==> config.mk <==
export PLATFORM = sky130hd
export DESIGN_NAME = id_ex_issue
export DESIGN_NICKNAME = d
export VERILOG_FILES = /design/src/rtl/cpu_pkg.sv /design/src/rtl/fwd_unit.sv /design/src/rtl/id_ex_issue.sv
export SDC_FILE = /design/constraint.sdc
export NUM_CORES = 1
export LEC_CHECK = 0
export CORE_ASPECT_RATIO = 0.7
export CORE_MARGIN = 1.5
export CORE_UTILIZATION = 35
export DETAILED_ROUTE_END_ITERATION = 16
export PLACE_DENSITY_LB_ADDON = 0.25
export SLEW_MARGIN = 30
export SYNTH_ARGS = -nofsm -noshare
export SYNTH_HDL_FRONTEND = slang
export SYNTH_HIERARCHICAL = 1
export SYNTH_SLANG_ARGS = --single-unit
==> constraint.sdc <==
create_clock -name clk -period 3 [get_ports clk]
set_input_delay 0.6 -clock clk [delete_from_list [all_inputs] [get_ports clk]]
set_output_delay 0.6 -clock clk [all_outputs]
set_load 0.01 [all_outputs]
==> src/rtl/cpu_pkg.sv <==
// Shared widths, opcode constants and forwarding-select encoding for the
// 5-stage MIPS core.
package cpu_pkg;

  localparam int DATA_W = 32;
  localparam int OP_W   = 6;
  localparam int REG_W  = 5;

  localparam logic [OP_W-1:0] ALU_NOP = 6'd0;

  typedef enum logic [1:0] {
    FWD_RF,
    FWD_EXMEM,
    FWD_MEMWB
  } fwd_sel_t;

endpackage

==> src/rtl/fwd_unit.sv <==
// Picks the freshest source for one EX operand: EX/MEM beats MEM/WB, and
// register 0 is never forwarded because it is hard-wired to zero.
module fwd_unit
  import cpu_pkg::*;
(
  input  logic [REG_W-1:0] i_addr,
  input  logic             i_exmem_reg_write,
  input  logic [REG_W-1:0] i_exmem_rd,
  input  logic             i_memwb_reg_write,
  input  logic [REG_W-1:0] i_memwb_rd,
  output fwd_sel_t         o_sel
);

  logic w_exmem_hit;
  logic w_memwb_hit;

  assign w_exmem_hit = i_exmem_reg_write & (i_exmem_rd != '0) & (i_exmem_rd == i_addr);
  assign w_memwb_hit = i_memwb_reg_write & (i_memwb_rd != '0) & (i_memwb_rd == i_addr);

  always_comb begin
    o_sel = FWD_RF;
    if (w_exmem_hit) begin
      o_sel = FWD_EXMEM;
    end else if (w_memwb_hit) begin
      o_sel = FWD_MEMWB;
    end
  end

endmodule

==> src/rtl/id_ex_issue.sv <==
// ID/EX pipeline register with load-use stall detection and EX operand
// forwarding; feeds the ALU operand muxes and the EX/MEM register.
module id_ex_issue
  import cpu_pkg::*;
(
  input  logic              clk,
  input  logic              rst_n,
  input  logic              id_valid,
  input  logic [OP_W-1:0]   id_alu_op,
  input  logic [REG_W-1:0]  id_rs_addr,
  input  logic [REG_W-1:0]  id_rt_addr,
  input  logic [REG_W-1:0]  id_rd_addr,
  input  logic [DATA_W-1:0] id_rs_data,
  input  logic [DATA_W-1:0] id_rt_data,
  input  logic [DATA_W-1:0] id_imm,
  input  logic              id_use_imm,
  input  logic              id_reg_write,
  input  logic              id_mem_read,
  input  logic              flush,
  input  logic              ex_hold,
  input  logic              exmem_reg_write,
  input  logic [REG_W-1:0]  exmem_rd,
  input  logic [DATA_W-1:0] exmem_result,
  input  logic              memwb_reg_write,
  input  logic [REG_W-1:0]  memwb_rd,
  input  logic [DATA_W-1:0] memwb_result,
  output logic              stall_id,
  output logic              ex_valid,
  output logic [OP_W-1:0]   alu_op,
  output logic [DATA_W-1:0] mux41_input_1,
  output logic [DATA_W-1:0] mux41_input_2,
  output logic [REG_W-1:0]  ex_rd,
  output logic              ex_reg_write,
  output logic              ex_mem_read,
  output logic [DATA_W-1:0] ex_store_data
);

  logic              r_valid;
  logic [OP_W-1:0]   r_alu_op;
  logic [REG_W-1:0]  r_rs_addr;
  logic [REG_W-1:0]  r_rt_addr;
  logic [REG_W-1:0]  r_rd;
  logic [DATA_W-1:0] r_rs_data;
  logic [DATA_W-1:0] r_rt_data;
  logic [DATA_W-1:0] r_imm;
  logic              r_use_imm;
  logic              r_reg_write;
  logic              r_mem_read;

  logic              w_load_use;
  logic              w_bubble;
  fwd_sel_t          w_rs_sel;
  fwd_sel_t          w_rt_sel;
  logic [DATA_W-1:0] w_rs_fwd;
  logic [DATA_W-1:0] w_rt_fwd;

  // A load in EX cannot feed the instruction in ID this cycle; an immediate
  // operand 2 means rt is only a destination and cannot cause the hazard.
  assign w_load_use = id_valid & r_valid & r_mem_read & (r_rd != '0) &
                      ((r_rd == id_rs_addr) | ((r_rd == id_rt_addr) & ~id_use_imm));

  assign stall_id = rst_n & ~flush & (w_load_use | ex_hold);
  assign w_bubble = ~rst_n | flush | (~ex_hold & w_load_use);

  always_ff @(posedge clk) begin
    if (w_bubble) begin
      r_valid     <= 1'b0;
      r_alu_op    <= ALU_NOP;
      r_rs_addr   <= '0;
      r_rt_addr   <= '0;
      r_rd        <= '0;
      r_rs_data   <= '0;
      r_rt_data   <= '0;
      r_imm       <= '0;
      r_use_imm   <= 1'b0;
      r_reg_write <= 1'b0;
      r_mem_read  <= 1'b0;
    end else if (!ex_hold) begin
      r_valid     <= id_valid;
      r_alu_op    <= id_alu_op;
      r_rs_addr   <= id_rs_addr;
      r_rt_addr   <= id_rt_addr;
      r_rd        <= id_rd_addr;
      r_rs_data   <= id_rs_data;
      r_rt_data   <= id_rt_data;
      r_imm       <= id_imm;
      r_use_imm   <= id_use_imm;
      r_reg_write <= id_reg_write;
      r_mem_read  <= id_mem_read;
    end
  end

  fwd_unit u_fwd_rs (
    .i_addr            (r_rs_addr),
    .i_exmem_reg_write (exmem_reg_write),
    .i_exmem_rd        (exmem_rd),
    .i_memwb_reg_write (memwb_reg_write),
    .i_memwb_rd        (memwb_rd),
    .o_sel             (w_rs_sel)
  );

  fwd_unit u_fwd_rt (
    .i_addr            (r_rt_addr),
    .i_exmem_reg_write (exmem_reg_write),
    .i_exmem_rd        (exmem_rd),
    .i_memwb_reg_write (memwb_reg_write),
    .i_memwb_rd        (memwb_rd),
    .o_sel             (w_rt_sel)
  );

  always_comb begin
    w_rs_fwd = r_rs_data;
    case (w_rs_sel)
      FWD_EXMEM: w_rs_fwd = exmem_result;
      FWD_MEMWB: w_rs_fwd = memwb_result;
      default:   w_rs_fwd = r_rs_data;
    endcase
  end

  always_comb begin
    w_rt_fwd = r_rt_data;
    case (w_rt_sel)
      FWD_EXMEM: w_rt_fwd = exmem_result;
      FWD_MEMWB: w_rt_fwd = memwb_result;
      default:   w_rt_fwd = r_rt_data;
    endcase
  end

  // Operands read zero for an empty slot so a bubble never presents stale data.
  assign ex_valid      = r_valid;
  assign alu_op        = r_alu_op;
  assign ex_rd         = r_rd;
  assign ex_reg_write  = r_reg_write;
  assign ex_mem_read   = r_mem_read;
  assign mux41_input_1 = r_valid ? w_rs_fwd : '0;
  assign mux41_input_2 = !r_valid ? '0 : (r_use_imm ? r_imm : w_rt_fwd);
  assign ex_store_data = r_valid ? w_rt_fwd : '0;

endmodule

==> flow_summary.yaml, run 1 <==
status:
  outcome: "complete, but fails checks"
  violations: "setup timing"
global_route:
  grt_util_all_layers_pct: 29.2
  overflow: 0
  antenna_found_initial: 4
  grt_first_pass_wirelength_mm: 53.1
  grt_max_degree: 122
  grt_pass1_vias: 8723
sta:
  timing.fmax_ghz: 0.287
  fin_skew_ns: 0.00915
  drv_slew: 0
  rsz0062_at_grt: "yes"
  setup_viol: 96
  fin_crit_ns: 3.49
  fin_crit_sh_pct: 116
  finalHoldViolCount: 0
  tns_ns: -36.95
  tightest_slew_ns: 0.820
  setup_ws_ns: -0.488
  timing.slew.headroom_pct: 45.3
power:
  seqPwrFrac_pct: 35.3
  p_sw_mw: 1.42
  p_per_area_mw_per_mm2: 379
  power_leakage_nw: 6.04
  swShare_pct: 27.7
  power_frac_comb_pct: 23.1
  peakVddDrop_mv: 0.398
  power.internal_mw: 3.70
  power_frac_clock_pct: 41.7
clocking:
  worstSkewPairLatency_ns: 0.43
  h-tree-depth: 4
  cts_sinks: 121
  clockBufferDepth: 2
  tritoncts: "done"
  cts.clk_slew.worst_paths_ns: 0.06
  holdBufCountCts: 0
  cts-root-buf: "clkbuf_16"
  numCtsBuffers: 17
routing:
  drt-pass1-iter-count: 5
  post-route-drc-count: 0
  routed_wl_mm: 36.8
  vias: 9237
  first_iter_violations: 786
  wire_per_inst_um: 22.3
  viasPerCell: 5.62
  ant_nets: 0
final_layout:
  fill_cells: 2083
  nets: 1518
  post-route-util_pct: 59.2
  multi_input_area_mm2: 0.00591
  seq_area_mm2: 0.00245
  synthToLayoutAreaGrowth_pct: 64.6
  drive_gt1_share_pct: 27.4
  fin_area_mm2: 0.0135
place:
  dpl_worst_slack_ns: -1.23
  place_area_mm2: 0.0121
  hpwl_mm: 23.7
  finalWeightedCongestion: 0.923
  io_buffers: 311
setup_path:
  cp.required_ns: 2.40
  reg2reg_from: "ex_rd[4]"
  worstPathMaxFanout: 8
  worstRegToRegCells: 7
  crit_type: "reg -> out"
  crit_path_start_kind: "flip-flop"
  cp-startpoint: "r_rt_addr[0]"
  crit_path_end: "ex_store_data[16]"
  worst_ep_arrival_time_ns: 2.89
  regToRegEndpoint: "r_imm[14]"
  crit_path_end_kind: "primary output"
  regToRegSetupSlack_ns: 0.65
floorplanning:
  dieArea_mm2: 0.0244
  die_w_um: 186
  rows: 46
  core_area_mm2: 0.0228
  io_pins: 312
  fp.dieH_um: 131
  initial_core_util_pct: 36.0
yosys:
  netlist_area_mm2: 0.00820
  synth-edff-count: 0
  netlist_instances: 989
  synth_nets: 1194
  ys_seq_elements: 121
  yosysWarnings: 6
  avgSynthCellArea_um2: 8.29
  synth_cell_types: 32
  yosysSeqAreaShare_pct: 29.6
  ys_async_sr_fraction_pct: 0
  ys.flop_type: "dfxtp_1"
run:
  cap_violations: 0
worst_hold_path:
  hp-class: "reg -> reg"
## flip-flops by register name, indices dropped and copies added, names as in the netlist
| register | flops |
|---|---|
| ex_valid | 1 |
| r_use_imm | 1 |
| alu_op | 6 |
| r_rs_data | 32 |
| r_rt_data | 32 |
| r_rs_addr | 5 |
| ex_mem_read | 1 |
| r_rt_addr | 5 |
| r_imm | 32 |
| ex_reg_write | 1 |
| ex_rd | 5 |
## placed cells by master (no fill, tap or decap), types with 30 or more instances in the layout
master,count
a21o_1,121
a221o_1,32
a22o_1,121
a22oi_2,32
and2_1,62
buf_2,81
buf_4,60
buf_6,30
clkdlybuf4s50_1,198
dfxtp_1,111
nand2_1,65
nor2b_1,33
nor3b_1,121
o21ai_1,54
## critical path, cell delays in order (launching register included)
cell and delay, ns:
dfxtp_4 0.38, nor4_2 0.32, nor3_2 0.06, a21oi_1 0.15, nor3_2 0.07, buf_4 0.14
ha_4 0.42, buf_16 0.18, a221o_1 0.16, o21ai_4 0.07, buf_4 0.13, nor2b_1 0.13
clkdlybuf4s15_2 0.24
## logic make-up after synthesis
| logic type | count (synthesis) | share of synthesized area [%] |
|---|---|---|
| simple gates | 307 | 23.1 |
| flops | 121 | 29.6 |
| buf+inv | 120 | 6.08 |
| xor+xnor | 26 | 2.78 |
| fa+ha+maj | 4 | 0.611 |
| compound gates | 411 | 37.9 |
## area by class of cell
class	count	area share [%]
inverters	5	0.195
clock buffers	19	3.28
multi-input cells	748	43.8
clock inverters	13	1.12
flip-flops and latches	121	18.2
repair buffers	420	30.4
diodes	7	0.130
well taps	312	2.89
## how the worst min path moves through the flow
stage	end	depth (start not counted)	from
final	alu_op[5]	2	alu_op[5]
after global routing	alu_op[5]	2	alu_op[5]
after CTS	alu_op[5]	2	alu_op[5]
after detailed placement	r_rt_data[19]	2	r_rt_data[19]
after global placement	r_rt_data[14]	2	r_rt_data[14]
after floorplan	r_rt_data[0]	2	r_rt_data[0]
## synth_stat cells (2+ instances only)
library cell / n / share of area, %
a21o_1: 121 / 11
a22o_1: 121 / 13
dfxtp_1: 121 / 30
nor3b_1: 121 / 11
clkbuf_1: 96 / 4.4
o21ai_0: 96 / 5.9
nand2_1: 70 / 3.2
and2_1: 65 / 5.0
nor2b_1: 33 / 2.5
a221o_1: 32 / 3.9
a22oi_1: 32 / 2.9
xnor2_1: 19 / 2.0
buf_4: 11 / 1.0
xor2_1: 7 / 0.75
buf_2: 5 / 0.31
inv_1: 5 / 0.23
nand3_1: 5 / 0.31
ha_1: 4 / 0.61
nor3_1: 4 / 0.24
buf_1: 3 / 0.14
a211oi_2: 2 / 0.31
a21oi_1: 2 / 0.12
nor2_1: 2 / 0.092
nor3_2: 2 / 0.24
nor4_1: 2 / 0.15
o41ai_2: 2 / 0.40
## per-layer routing
| metal | share of wire, % | vias to the layer above | GRT usage, % |
|---|---|---|---|
| met5 | 0 | - | 0 |
| met4 | 1.5 | 0 | 9.16 |
| met3 | 8.0 | 34 | 7.79 |
| met2 | 42 | 391 | 40.9 |
| met1 | 48 | 4469 | 43.0 |
| li1 | - | 4343 | - |
## per-stage QoR
| stage | power (mW) | cells | hold WS (ns) |
|---|---|---|---|
| 2_1_floorplan | 2.26 | 989 | 0.518 |
| 3_5_place_dp | 2.85 | 1576 | 0.537 |
| 6_report | 5.12 | 1645 | 0.550 |
| 5_1_grt | 5.29 | 1639 | 0.577 |
| 4_1_cts | 5.08 | 1627 | 0.556 |
| 3_3_place_gp | 2.84 | 1576 | 0.530 |
## timing repair
action,4_1_cts,5_1_grt
buffers inserted,16,7
gates resized for setup,659,34
gates cloned,10,8
pin swaps,66,35
setup endpoints to repair,97,97
## power by group through the flow
| stage | Combinational [mW] | Clock, mW | Sequential, mW |
|---|---|---|---|
| after floorplan | 0.465 | 0 | 1.80 |
| after global placement | 1.02 | 0 | 1.82 |
| after detailed placement | 1.03 | 0 | 1.82 |
| after CTS | 1.13 | 2.15 | 1.80 |
| after global routing | 1.26 | 2.22 | 1.81 |
| final | 1.18 | 2.13 | 1.80 |
Power figures use the tool's default switching activity.
==> run 2, diff against run 1 <==
- CORE_UTILIZATION: 35 -> 41
- SKIP_LAST_GASP: unset -> 1
==> run 2 against run 1 <==
Effect of this change:
- the run still ends with setup timing left
- register-to-register slack got worse by 0.22 ns
- flip-flop and latch count did not move
- cell count fell by 3.4%
- non-clock buffer count fell by 8
- critical path depth did not move
- final area fell by 1.9%
- first-iteration DRC count rose by 25%
- utilization rose by 8.0 points
- combinational power barely moved
- clock skew rose by 0.0022 ns
- sequential share of layout area rose by 0.29 points
- critical path type unchanged
- critical endpoint is now mux41_input_2[23]
==> flow_summary.yaml, run 2 (synthesized netlist as in run 1, its figures left out) <==
clocking:
  holdBufCountCts: 0
  cts-root-buf: "clkbuf_16"
  clockBufferDepth: 2
  worstSkewPairLatency_ns: 0.42
  cts.clk_slew.worst_paths_ns: 0.06
  tritoncts: "done"
  numCtsBuffers: 17
  h-tree-depth: 4
  cts_sinks: 121
power:
  power_leakage_nw: 5.96
  seqPwrFrac_pct: 36.4
  p_per_area_mw_per_mm2: 374
  swShare_pct: 28.6
  peakVddDrop_mv: 0.326
  p_sw_mw: 1.41
  power.internal_mw: 3.54
  power_frac_clock_pct: 40.4
  power_frac_comb_pct: 23.3
  p_total_mw: 4.95
final_layout:
  nets: 1510
  drive_gt1_share_pct: 26.6
  final_common_cell: "clkdlybuf4s50_1"
  reg.largest.list: "r_imm x32, r_rs_data x32, r_rt_data x32"
  fin_area_mm2: 0.0132
  final_cell_mix: "clkdlybuf4s50_1 (199), nor3b_1 (121), a22o_1 (121), a21o_1 (121), dfxtp_1 (112)"
  instances_no_fill: 1589
  synthToLayoutAreaGrowth_pct: 61.4
  fill_cells: 1634
place:
  dp_cells: 1517
  io_buffers: 311
  hpwl_mm: 21.5
  place_area_mm2: 0.0118
  finalWeightedCongestion: 0.913
setup_path:
  worstRegToRegCells: 7
  cp-startpoint: "r_rt_addr[0]"
  crit_path_end_kind: "primary output"
  cp.required_ns: 2.40
  crit_path_start_kind: "flip-flop"
  regToRegEndpoint: "alu_op[0]"
  worst_ep_arrival_time_ns: 2.91
  reg2reg_from: "ex_rd[4]"
  worstPathMaxFanout: 8
  regToRegSetupSlack_ns: 0.43
  crit_type: "reg -> out"
sta:
  fin_crit_ns: 3.51
  setup_ws_ns: -0.508
  timing.fmax_ghz: 0.285
  rsz0062_at_grt: "yes"
  fin_skew_ns: 0.0114
  setup_viol: 96
  finalHoldViolCount: 0
  tightest_slew_ns: 1.00
  timing.slew.headroom_pct: 33.1
  fin_crit_sh_pct: 117
  drv_slew: 0
  fin_hold_ws_ns: 0.553
  tns_ns: -36.48
floorplanning:
  io_pins: 312
  core_area_mm2: 0.0197
  initial_core_util_pct: 41.6
  die_w_um: 172
  rows: 43
  dieArea_mm2: 0.0209
  fp.dieH_um: 121
worst_hold_path:
  hp-class: "reg -> reg"
  hold_depth: 2
  worstHoldStart: "r_rs_data[21]"
  hold_path_end: "r_rs_data[21]"
global_route:
  overflow: 0
  antenna_found_initial: 2
  grt_max_degree: 122
  grt_first_pass_wirelength_mm: 51.4
  grt_pass1_vias: 8580
  grt_util_all_layers_pct: 32.5
routing:
  routed_wl_mm: 34.6
  wire_per_inst_um: 21.8
  routed-wl-met3_mm: 2.86
  vias: 9291
  post-route-drc-count: 0
  ant_nets: 0
  first_iter_violations: 984
  wl_met2_mm: 14.9
  wl_met1_mm: 16.0
  route.top_layer_used: "met5"
  drt-pass1-iter-count: 5
  viasPerCell: 5.85
run:
  cap_violations: 0
status:
  violations: "setup timing"
  outcome: "complete, but fails checks"
[run 2: cell count changes in the layout (fill, tap and decap cells not counted), sizes merged, moves of 2 or more]
| cell | previous run | this run |
|---|---|---|
| clkdlybuf4s15 | 7 | 1 |
| bufinv | 3 | 1 |
| clkbuf | 26 | 21 |
| dlymetal6s2s | 0 | 2 |
| dlygate4sd2 | 8 | 3 |
| diode | 7 | 1 |
| buf | 199 | 206 |
[run 2: area by class of cell]
type	instances	area [um2]	share of cell area, %
clock buffer	21	460	3.48
multi-input combinational	748	5890	44.5
timing repair buffer	412	3970	30.0
clock inverter	11	97.6	0.738
antenna	1	2.50	0.0189
tap	270	338	2.55
inverter	5	26.3	0.199
sequential	121	2440	18.4
[run 2: stage by stage]
step           util, %  worst slack [ns]
2_1_floorplan        -         -0.000789
3_3_place_gp      60.2             -1.30
3_5_place_dp      60.2             -1.35
4_1_cts           66.2            -0.482
5_1_grt           67.2            -0.601
6_report          67.2            -0.508
[run 2: worst max-delay path by stage]
stage | depth (start not counted) | slack [ns] | endpoint
floorplan | 12 | -0.0008 | mux41_input_2[10]
CTS | 12 | -0.48 | mux41_input_2[19]
detailed placement | 13 | -1.35 | mux41_input_2[15]
global placement | 14 | -1.30 | mux41_input_2[15]
global route | 12 | -0.60 | mux41_input_2[11]
finish | 12 | -0.51 | mux41_input_2[23]
[run 2: per-layer routing]
layer | global-route usage (%) | up-vias
li1 | - | 4313
met1 | 48.1 | 4455
met2 | 46.2 | 468
met3 | 7.18 | 53
met4 | 9.67 | 2
met5 | 0 | -
[run 2: power by group through the flow]
stage / clock (mW) / sequential (mW) / combinational (mW)
6_report: 2.00 / 1.80 / 1.15
5_1_grt: 2.09 / 1.81 / 1.22
4_1_cts: 1.99 / 1.79 / 1.10
3_5_place_dp: 0 / 1.82 / 1.01
3_3_place_gp: 0 / 1.81 / 0.998
2_1_floorplan: 0 / 1.80 / 0.465
[run 2: repair_timing]
action,CTS,global route
cloned,12,0
setup endpoints to repair,97,97
gates resized for setup,666,51
buffers inserted,23,11
pin swaps,82,33
[run 2: worst max-delay path, stage by stage, from the launching register on]
cell	delay (ns)
dfxtp_4	0.37
nor4_4	0.32
nor3_2	0.08
a21oi_2	0.18
nor3_4	0.07
buf_6	0.13
ha_4	0.32
buf_12	0.17
a221o_1	0.32
o21ai_2	0.13
o21ai_1	0.08
and2_1	0.17
buf_6	0.12
